[src/rtl/rx_byte_aligner.sv]
// Restores 16-bit word alignment behind a GT receiver whose comma aligner may
// lock the K28.5 comma into the low byte; selects straight or byte-swapped assembly.
module rx_byte_aligner #(
   parameter logic [7:0] g_COMMA         = 8'hBC,
   parameter int         g_LOCK_COUNT    = 4,
   parameter int         g_LOSS_COUNT    = 3,
   parameter int         g_COMMA_TIMEOUT = 1024
) (
   input  logic        usrclk_i,
   input  logic        rst_n_i,
   input  logic [15:0] rx_data_i,
   input  logic [1:0]  rx_k_i,
   input  logic        realign_i,
   output logic [15:0] rx_data_o,
   output logic [1:0]  rx_k_o,
   output logic        aligned_o,
   output logic        shifted_o,
   output logic [7:0]  loss_count_o
);

   localparam int LCW = $clog2(g_LOCK_COUNT + 1);
   localparam int ECW = $clog2(g_LOSS_COUNT + 1);

   localparam logic [LCW-1:0] LOCK_LAST = LCW'(g_LOCK_COUNT);
   localparam logic [ECW-1:0] LOSS_LAST = ECW'(g_LOSS_COUNT);
   localparam logic [15:0]    TMO_LAST  = 16'(g_COMMA_TIMEOUT - 1);

   localparam logic [1:0] ST_HUNT   = 2'd0;
   localparam logic [1:0] ST_VERIFY = 2'd1;
   localparam logic [1:0] ST_LOCKED = 2'd2;

   function automatic logic is_comma(input logic [7:0] b, input logic k);
      return k && (b == g_COMMA);
   endfunction

   logic [15:0]    s1_data_q, s1_data_d;
   logic [1:0]     s1_k_q, s1_k_d;
   logic [15:0]    out_data_q, out_data_d;
   logic [1:0]     out_k_q, out_k_d;
   logic [1:0]     state_q, state_d;
   logic           shifted_q, shifted_d;
   logic           aligned_q, aligned_d;
   logic [LCW-1:0] good_cnt_q, good_cnt_d;
   logic [ECW-1:0] err_cnt_q, err_cnt_d;
   logic [15:0]    tmo_cnt_q, tmo_cnt_d;
   logic [7:0]     loss_cnt_q, loss_cnt_d;

   logic           comma_hi_s, comma_lo_s, any_comma_s, single_s;
   logic           good_pos_s, wrong_pos_s, timeout_s, leave_lock_s;
   logic [LCW-1:0] good_inc_s;
   logic [ECW-1:0] err_inc_s;

   // Comma classification against the currently selected byte position.
   always_comb begin
      comma_hi_s  = is_comma(rx_data_i[15:8], rx_k_i[1]);
      comma_lo_s  = is_comma(rx_data_i[7:0], rx_k_i[0]);
      any_comma_s = comma_hi_s | comma_lo_s;
      single_s    = comma_hi_s ^ comma_lo_s;
      good_pos_s  = single_s & (shifted_q ? comma_lo_s : comma_hi_s);
      wrong_pos_s = any_comma_s & ~good_pos_s;
      timeout_s   = (tmo_cnt_q == TMO_LAST) & ~any_comma_s;
      good_inc_s  = good_cnt_q + LCW'(1);
      err_inc_s   = err_cnt_q + ECW'(1);
   end

   // Two-stage datapath; swapped mode borrows the high byte of the following word.
   always_comb begin
      s1_data_d = rx_data_i;
      s1_k_d    = rx_k_i;
      if (shifted_q) begin
         out_data_d = {s1_data_q[7:0], rx_data_i[15:8]};
         out_k_d    = {s1_k_q[0], rx_k_i[1]};
      end else begin
         out_data_d = s1_data_q;
         out_k_d    = s1_k_q;
      end
   end

   // Comma watchdog: held at zero while hunting, restarted by any comma.
   always_comb begin
      if ((state_q == ST_HUNT) || any_comma_s) begin
         tmo_cnt_d = 16'd0;
      end else begin
         tmo_cnt_d = tmo_cnt_q + 16'd1;
      end
   end

   // Alignment FSM; realign_i overrides everything including a same-cycle comma.
   always_comb begin
      state_d      = state_q;
      shifted_d    = shifted_q;
      good_cnt_d   = good_cnt_q;
      err_cnt_d    = err_cnt_q;
      leave_lock_s = 1'b0;
      if (realign_i) begin
         state_d      = ST_HUNT;
         good_cnt_d   = '0;
         err_cnt_d    = '0;
         leave_lock_s = (state_q == ST_LOCKED);
      end else begin
         case (state_q)
            ST_HUNT: begin
               if (single_s) begin
                  shifted_d  = comma_lo_s;
                  good_cnt_d = LCW'(1);
                  err_cnt_d  = '0;
                  if (LOCK_LAST == LCW'(1)) begin
                     state_d = ST_LOCKED;
                  end else begin
                     state_d = ST_VERIFY;
                  end
               end else begin
                  state_d = ST_HUNT;
               end
            end
            ST_VERIFY: begin
               if (good_pos_s) begin
                  good_cnt_d = good_inc_s;
                  if (good_inc_s == LOCK_LAST) begin
                     state_d   = ST_LOCKED;
                     err_cnt_d = '0;
                  end else begin
                     state_d = ST_VERIFY;
                  end
               end else if (wrong_pos_s || timeout_s) begin
                  state_d    = ST_HUNT;
                  good_cnt_d = '0;
               end else begin
                  state_d = ST_VERIFY;
               end
            end
            ST_LOCKED: begin
               if (good_pos_s) begin
                  err_cnt_d = '0;
               end else if (wrong_pos_s) begin
                  if (err_inc_s == LOSS_LAST) begin
                     state_d      = ST_HUNT;
                     err_cnt_d    = '0;
                     good_cnt_d   = '0;
                     leave_lock_s = 1'b1;
                  end else begin
                     err_cnt_d = err_inc_s;
                  end
               end else if (timeout_s) begin
                  state_d      = ST_HUNT;
                  err_cnt_d    = '0;
                  good_cnt_d   = '0;
                  leave_lock_s = 1'b1;
               end else begin
                  state_d = ST_LOCKED;
               end
            end
            default: begin
               state_d    = ST_HUNT;
               good_cnt_d = '0;
               err_cnt_d  = '0;
            end
         endcase
      end
   end

   // Saturating loss-of-lock counter and registered lock flag.
   always_comb begin
      if (leave_lock_s && (loss_cnt_q != 8'hFF)) begin
         loss_cnt_d = loss_cnt_q + 8'd1;
      end else begin
         loss_cnt_d = loss_cnt_q;
      end
      aligned_d = (state_d == ST_LOCKED);
   end

   // State and pipeline registers.
   always_ff @(posedge usrclk_i or negedge rst_n_i) begin
      if (!rst_n_i) begin
         s1_data_q  <= 16'd0;
         s1_k_q     <= 2'd0;
         out_data_q <= 16'd0;
         out_k_q    <= 2'd0;
         state_q    <= ST_HUNT;
         shifted_q  <= 1'b0;
         aligned_q  <= 1'b0;
         good_cnt_q <= '0;
         err_cnt_q  <= '0;
         tmo_cnt_q  <= 16'd0;
         loss_cnt_q <= 8'd0;
      end else begin
         s1_data_q  <= s1_data_d;
         s1_k_q     <= s1_k_d;
         out_data_q <= out_data_d;
         out_k_q    <= out_k_d;
         state_q    <= state_d;
         shifted_q  <= shifted_d;
         aligned_q  <= aligned_d;
         good_cnt_q <= good_cnt_d;
         err_cnt_q  <= err_cnt_d;
         tmo_cnt_q  <= tmo_cnt_d;
         loss_cnt_q <= loss_cnt_d;
      end
   end

   assign rx_data_o    = out_data_q;
   assign rx_k_o       = out_k_q;
   assign aligned_o    = aligned_q;
   assign shifted_o    = shifted_q;
   assign loss_count_o = loss_cnt_q;

endmodule

[config.mk]
export PLATFORM = sky130hd
export DESIGN_NAME = rx_byte_aligner
export DESIGN_NICKNAME = d
export VERILOG_FILES = /design/src/rtl/rx_byte_aligner.sv
export SDC_FILE = /design/constraint.sdc
export NUM_CORES = 1
export LEC_CHECK = 0
export CORE_UTILIZATION = 47
export CTS_BUF_LIST = sky130_fd_sc_hd__clkbuf_4
export DETAILED_ROUTE_END_ITERATION = 12
export GPL_ROUTABILITY_DRIVEN = 0
export PLACE_DENSITY = 0.79
export SYNTH_ARGS = -nofsm -noshare
export SYNTH_HDL_FRONTEND = slang
export SYNTH_SLANG_ARGS = --single-unit
[constraint.sdc]
create_clock -name usrclk_i -period 3.5 [get_ports usrclk_i]
set_input_delay 0.35 -clock usrclk_i [delete_from_list [all_inputs] [get_ports usrclk_i]]
set_output_delay 0.35 -clock usrclk_i [all_outputs]
set_load 0.02 [all_outputs]
# After elaboration in Yosys (flattened, before gate mapping)
# Cells that the tools add are included.
[word_totals] ff_bits=69 out_inout_bits=28 word_cells=87
[op_classes] n_addsub=4 n_eq_ne=17 muxes=38 bitwise=8 n_reduce_logical=9
[ops] cell="$mux 16" count=2
[ops] cell="$mux 2" count=16
[ops] cell="$mux 3" count=8
[ops] cell="$add 16x1->16 const B" count=1
[ops] cell="$eq 16x10->1 const B" count=1
[ops] cell="$eq 8x8->1 const B" count=2
[ops] cell="$ne 3x3->1 const B" count=4
[ops] cell="$pmux 2 s3" count=2
[ops] cell="$mux 1" count=9
[ops] cell="$pmux 3 s3" count=1
[ops] cell="$add 8x1->8 const B" count=1
[ops] cell="$ne 4x4->1 const B" count=2
[ops] cell="$ne 8x8->1 const B" count=1
[ops] cell="$eq 2x2->1 const B" count=3
[ops] cell="$ne 5x5->1 const B" count=1
[ops] cell="$reduce_and 5->1" count=1
[ops] cell="$ne 4x3->1 const B" count=1
[ops] cell="$reduce_and 4->1" count=1
[ops] cell="$add 3x1->3 const B" count=1
[ops] cell="$and 1x1->1" count=3
[ops] cell="$eq 3x3->1 const B" count=1
[ops] cell="$logic_and 1x1->1" count=3
[ops] cell="$not 1->1" count=3
[ops] cell="$reduce_and 3->1" count=1
[ops] cell="other kinds (6)" count=7

# Logic depth before layout (Yosys ltp)
[logic_depth] word_depth=12 ltp_mapped=11 ltp_nobuf=11

# Least setup slack after synthesis
# Ideal clock, no wire load.
[synth_path] kind="in2reg" from="input port rx_data_i[1]" to="register loss_cnt_q[1] (netlist: loss_count_o[1])" setup_time_ps=125 arrival_ps=2644 slack_ps=731 cell_stages=10 n_path_buf=0 path_cell_list="nor3b_2 > nor4b_4 > inv_1 > ha_1 > nor2b_1 > and4_1 > a41oi_1 > o21ai_0 > a31oi_4 > mux2_2"
[synth_between] elab_chain_cells=11 word_cells_on_any_way=16
[synth_lines] element="start: declaration" line_no="11" text="input logic [15:0] rx_data_i,"
[synth_lines] element="$eq 8x8->1 (*)" line_no="33" text="return k && (b == g_COMMA);"
[synth_lines] element="$logic_and 1x1->1 (*)" line_no="33"
[synth_lines] element="$or 1x1->1, or another cell as far along" line_no="57" text="any_comma_s = comma_hi_s | comma_lo_s;"
[synth_lines] element="$not 1->1 / $and 1x1->1 (equally long branches)" line_no="61, 59"
[synth_lines] element="$and 1x1->1 / $not 1->1 (equally long branches)" line_no="61, 60"
[synth_lines] element="$mux 1 / $and 1x1->1 (equally long branches)" line_no="144, 60"
[synth_lines] element="$mux 1" line_no="135" text="end else if (wrong_pos_s) begin"
[synth_lines] element="$mux 1 (*)" line_no="133" text="if (good_pos_s) begin"
[synth_lines] element="$mux 1 (*)" line_no="101" text="case (state_q)"
[synth_lines] element="$mux 1 (*)" line_no="95" text="if (realign_i) begin"
[synth_lines] element="$logic_and 1x1->1 (*)" line_no="164" text="if (leave_lock_s && (loss_cnt_q != 8'hFF)) begin"
[synth_lines] element="end signal: assignment" line_no="197" text="loss_cnt_q <= loss_cnt_d;"
[synth_lines] element="end: declaration" line_no="46" text="logic [7:0] loss_cnt_q, loss_cnt_d;"
# Every way passes the cells marked *; elsewhere a longest branch is shown, timed or not.
# A chain may end at the register's enable or synchronous reset.

# Final worst setup path
[layout_path] from="input port rx_data_i[2]" to="register loss_cnt_q[1] (netlist: loss_count_o[1])"
# Same word-level chain as after synthesis.

==> summary.txt <==
Via density: 5.253
CTS tree: built
First-pass GRT wire length: 8.956 mm
Required time worst endpoint: 3.80 ns
Hold-fix buffers at CTS: 1
Crit Path Class: in -> reg
Min Hold Slack: 0.3880 ns
Worst flop-to-flop path endpoint: loss_count_o[1]
Power Total: 1.482 mW
Peak VDD IR: 0.2600 mV
Sw Ratio: 0.2542
Adder-Cell Fraction of Synth Area: 0.02184
DRC: 0
P_sw: 0.3767 mW
Multi-input gate area: 1096 um^2
Synth Instances: 230
Worst Setup End Kind: register
Fill count: 470
Synthesized area: 2864 um^2
R2R cell count: 7
Critical path destination: loss_count_o[1]
Final Critical Period: 2.842 ns
Clock share of power: 0.360
CTS Buffer Depth: 2
MaxCap Viol Count: 0
Root buffer cell: clkbuf_4
Design area: 3610 um^2
Crit-path max FO: 8
Vias: 1949
DR pass1 iterations: 4
Xor/xnor share of the synthesized area: 0.05505
Gr usage total: 0.1882
Layout cell share with drive strength beyond 1: 0.1655
CTS sink cnt: 69
Area of the core: 5886 um^2
Reg2reg start: shifted_o
Routed Wire Length: 5.286 mm
Largest family of logic cells by synthesized area: simple AND/OR/NAND/NOR gates
Largest net degree at the start of global routing: 26
Status: completed
Worst path max stage delay: 0.49 ns
Non-Filler Instances: 371
Iter 0 DRT Violations: 53
Setup TNS: 0 ns
Vias in the first global route: 1919
Leakage: 1.510 nW
Syn_nets: 256
Area growth syn-to-layout: 26.04%
RSZ-0062 raised after global routing: false
# H-tree levels: 3
Element type at the critical path start: input port
Fmax: 351.9 MHz
Die Area: 6410 um^2
Reg power frac: 0.563
Layout Utilization: 0.6133
Warnings, synthesis: 0
Die Y: 80.06 um
Placed cells: 354
Gr ovfl total: 0
Initial antenna violation count: 0
WHS Path Cells: 1
Clk slew on worst S/H paths: 0.13 ns
Sequential area share after synthesis: 0.6029
Top post-synthesis cells by area: dfrtp_1 60%, mux2_2 7.9%, xnor2_1 3.1%, nor2_1 2.5%, xor2_1 2.4%
Worst setup startpoint: rx_data_i[2]
# setup viols final: 0
Multiplexer share of the synthesized area: 0.08694
Critical Path, Cell by Cell: clkdlybuf4s50_1, nor3b_2, nor4b_4, inv_1, ha_1, nor2b_1, and4_1, a41oi_1, o21ai_0, a31oi_4, mux2_2
Starting density of the core: 0.4866
Post-synthesis cell type count: 42
CP max-delay cell: clkdlybuf4s50_1
Clock skew: 0.01741 ns
HP Class: in -> reg
Dominant cell type by area after synthesis: dfrtp_1
Data arrival time of the worst path: 3.14 ns
Slew @ Worst Pin: 1.106 ns
Post-synthesis compound-gate area fraction: 0.06204
CTS resizes: 0
Post-CTS Setup Bufs: 0
Inserted Diodes: 0
Final Cycle Share: 0.8119
Io pins: 49
PnR worst setup slack: 0.6584 ns
Post-route antenna net violation count: 0
Routed length per instance: 14.25 um
Slew headroom: 0.2579
Register area: 1727 um^2
Detail Placement HPWL: 3.885 mm
Combinational Power Share: 0.077
Post-synth top area share: 0.6029
Chip width: 80.06 um
R2r setup slk: 1.15 ns
Pre-CTS WS: 0.2197 ns
Syn avg cell area: 12.45 um^2
Num CTS Buffers: 9
Placed cell area: 3452 um^2
Asr flop ratio synth: 1.000
Max-slew violations: 0
Number of flops mapped to enable cells by yosys: 0
Site row count: 28
Hold Vio Cnt, Final: 0
Synth Area in Simple Gates: 0.1568
Power per cell area: 410.5 nW/um^2
Worst skew pair latency: 0.41 ns
Cell Int Power: 1.105 mW
Top FF cell, synth: dfrtp_1
Port buffer count: 48
Seq cells post-synth: 69
NumNets Final: 317
cells in the final DEF (no fill, tap or decap), drive strengths merged, types with 5 or more instances in the layout:
cell | synthesis | layout
clkdlybuf4s50 | 0 | 47
nand2 | 14 | 14
nand3 | 5 | 5
nand4 | 8 | 8
xnor2 | 10 | 10
inv | 8 | 11
nor2 | 19 | 19
xor2 | 8 | 8
mux2 | 20 | 20
and3 | 5 | 5
dfrtp | 69 | 69
o21ai | 11 | 11
buf | 0 | 5
ha | 5 | 5
nor3 | 5 | 5
clkbuf | 3 | 9
cells in the mapped netlist (2+ instances only):
master    number
a21oi_1        4
and2_1         2
and3_1         5
and4_1         3
clkbuf_1       3
dfrtp_1       69
ha_1           5
inv_1          8
mux2_2        20
nand2_1       14
nand3_1        5
nand4_1        8
nor2_1        19
nor2b_1        3
nor3_1         4
nor4_1         2
o21a_1         2
o21ai_0       10
o32ai_1        2
or3_1          4
xnor2_1       10
xor2_1         8
critical path, delay by kind of cell:
family          cells  cell delay [ns]
compound gates      3             0.65
fa+ha+maj           1             0.36
buf+inv             2             0.59
mux                 1             0.36
simple gates        4             0.83
per-layer routing:
metal	GRT usage	routed length (um)	vias to the layer above
met3	0.05568	258	6
met4	0.08036	70	0
met1	0.2364	2387	956
li1	-	-	938
met5	0	0	-
met2	0.3017	2569	49
worst min path at each step:
stage	startpoint	endpoint	slack [ns]
final	rx_data_i[6]	s1_data_q[6]	0.39
after global routing	rx_data_i[4]	s1_data_q[4]	0.36
after CTS	rx_data_i[6]	s1_data_q[6]	0.36
after detailed placement	rst_n_i	rx_data_o[5]	0.35
after global placement	rst_n_i	rx_data_o[5]	0.35
after floorplan	rst_n_i	aligned_o	0.05
area by class of cell:
cell class	count	share of cell area
Clock inverter	7	0.02218
Sequential cell	69	0.4783
Timing Repair Buffer	53	0.1428
Multi-Input combinational cell	150	0.3036
Clock buffer	9	0.01872
Tap cell	75	0.02600
Inverter	8	0.008319
power by group through the flow:
stage               Clock [mW]  Sequential (mW)  Combinational (mW)
global placement             0            0.848               0.113
detailed placement           0            0.850               0.116
finish                   0.533            0.834               0.115
CTS                      0.549            0.834               0.117
global route             0.585            0.837               0.126
floorplan                    0            0.864              0.0226
cell families (layout without fill, tap and decap cells):
family                     Yosys count  in the layout
muxes                               22             22
DFF                                 69             69
AOI/OAI and AO/OA                   26             26
xor gates and xnor gates            18             18
buffers and inverters               11             77
adders and majority gates            5              5
and+or+nand+nor                     79             79
flip-flops by register name, indices dropped and copies added, names as in the netlist, 2 cells and up:
register,flops
good_cnt_q,3
rx_k_o,2
tmo_cnt_q,16
rx_data_o,16
err_cnt_q,2
state_q,2
s1_k_q,2
s1_data_q,16
loss_count_o,8
Power figures use the tool's default switching activity.
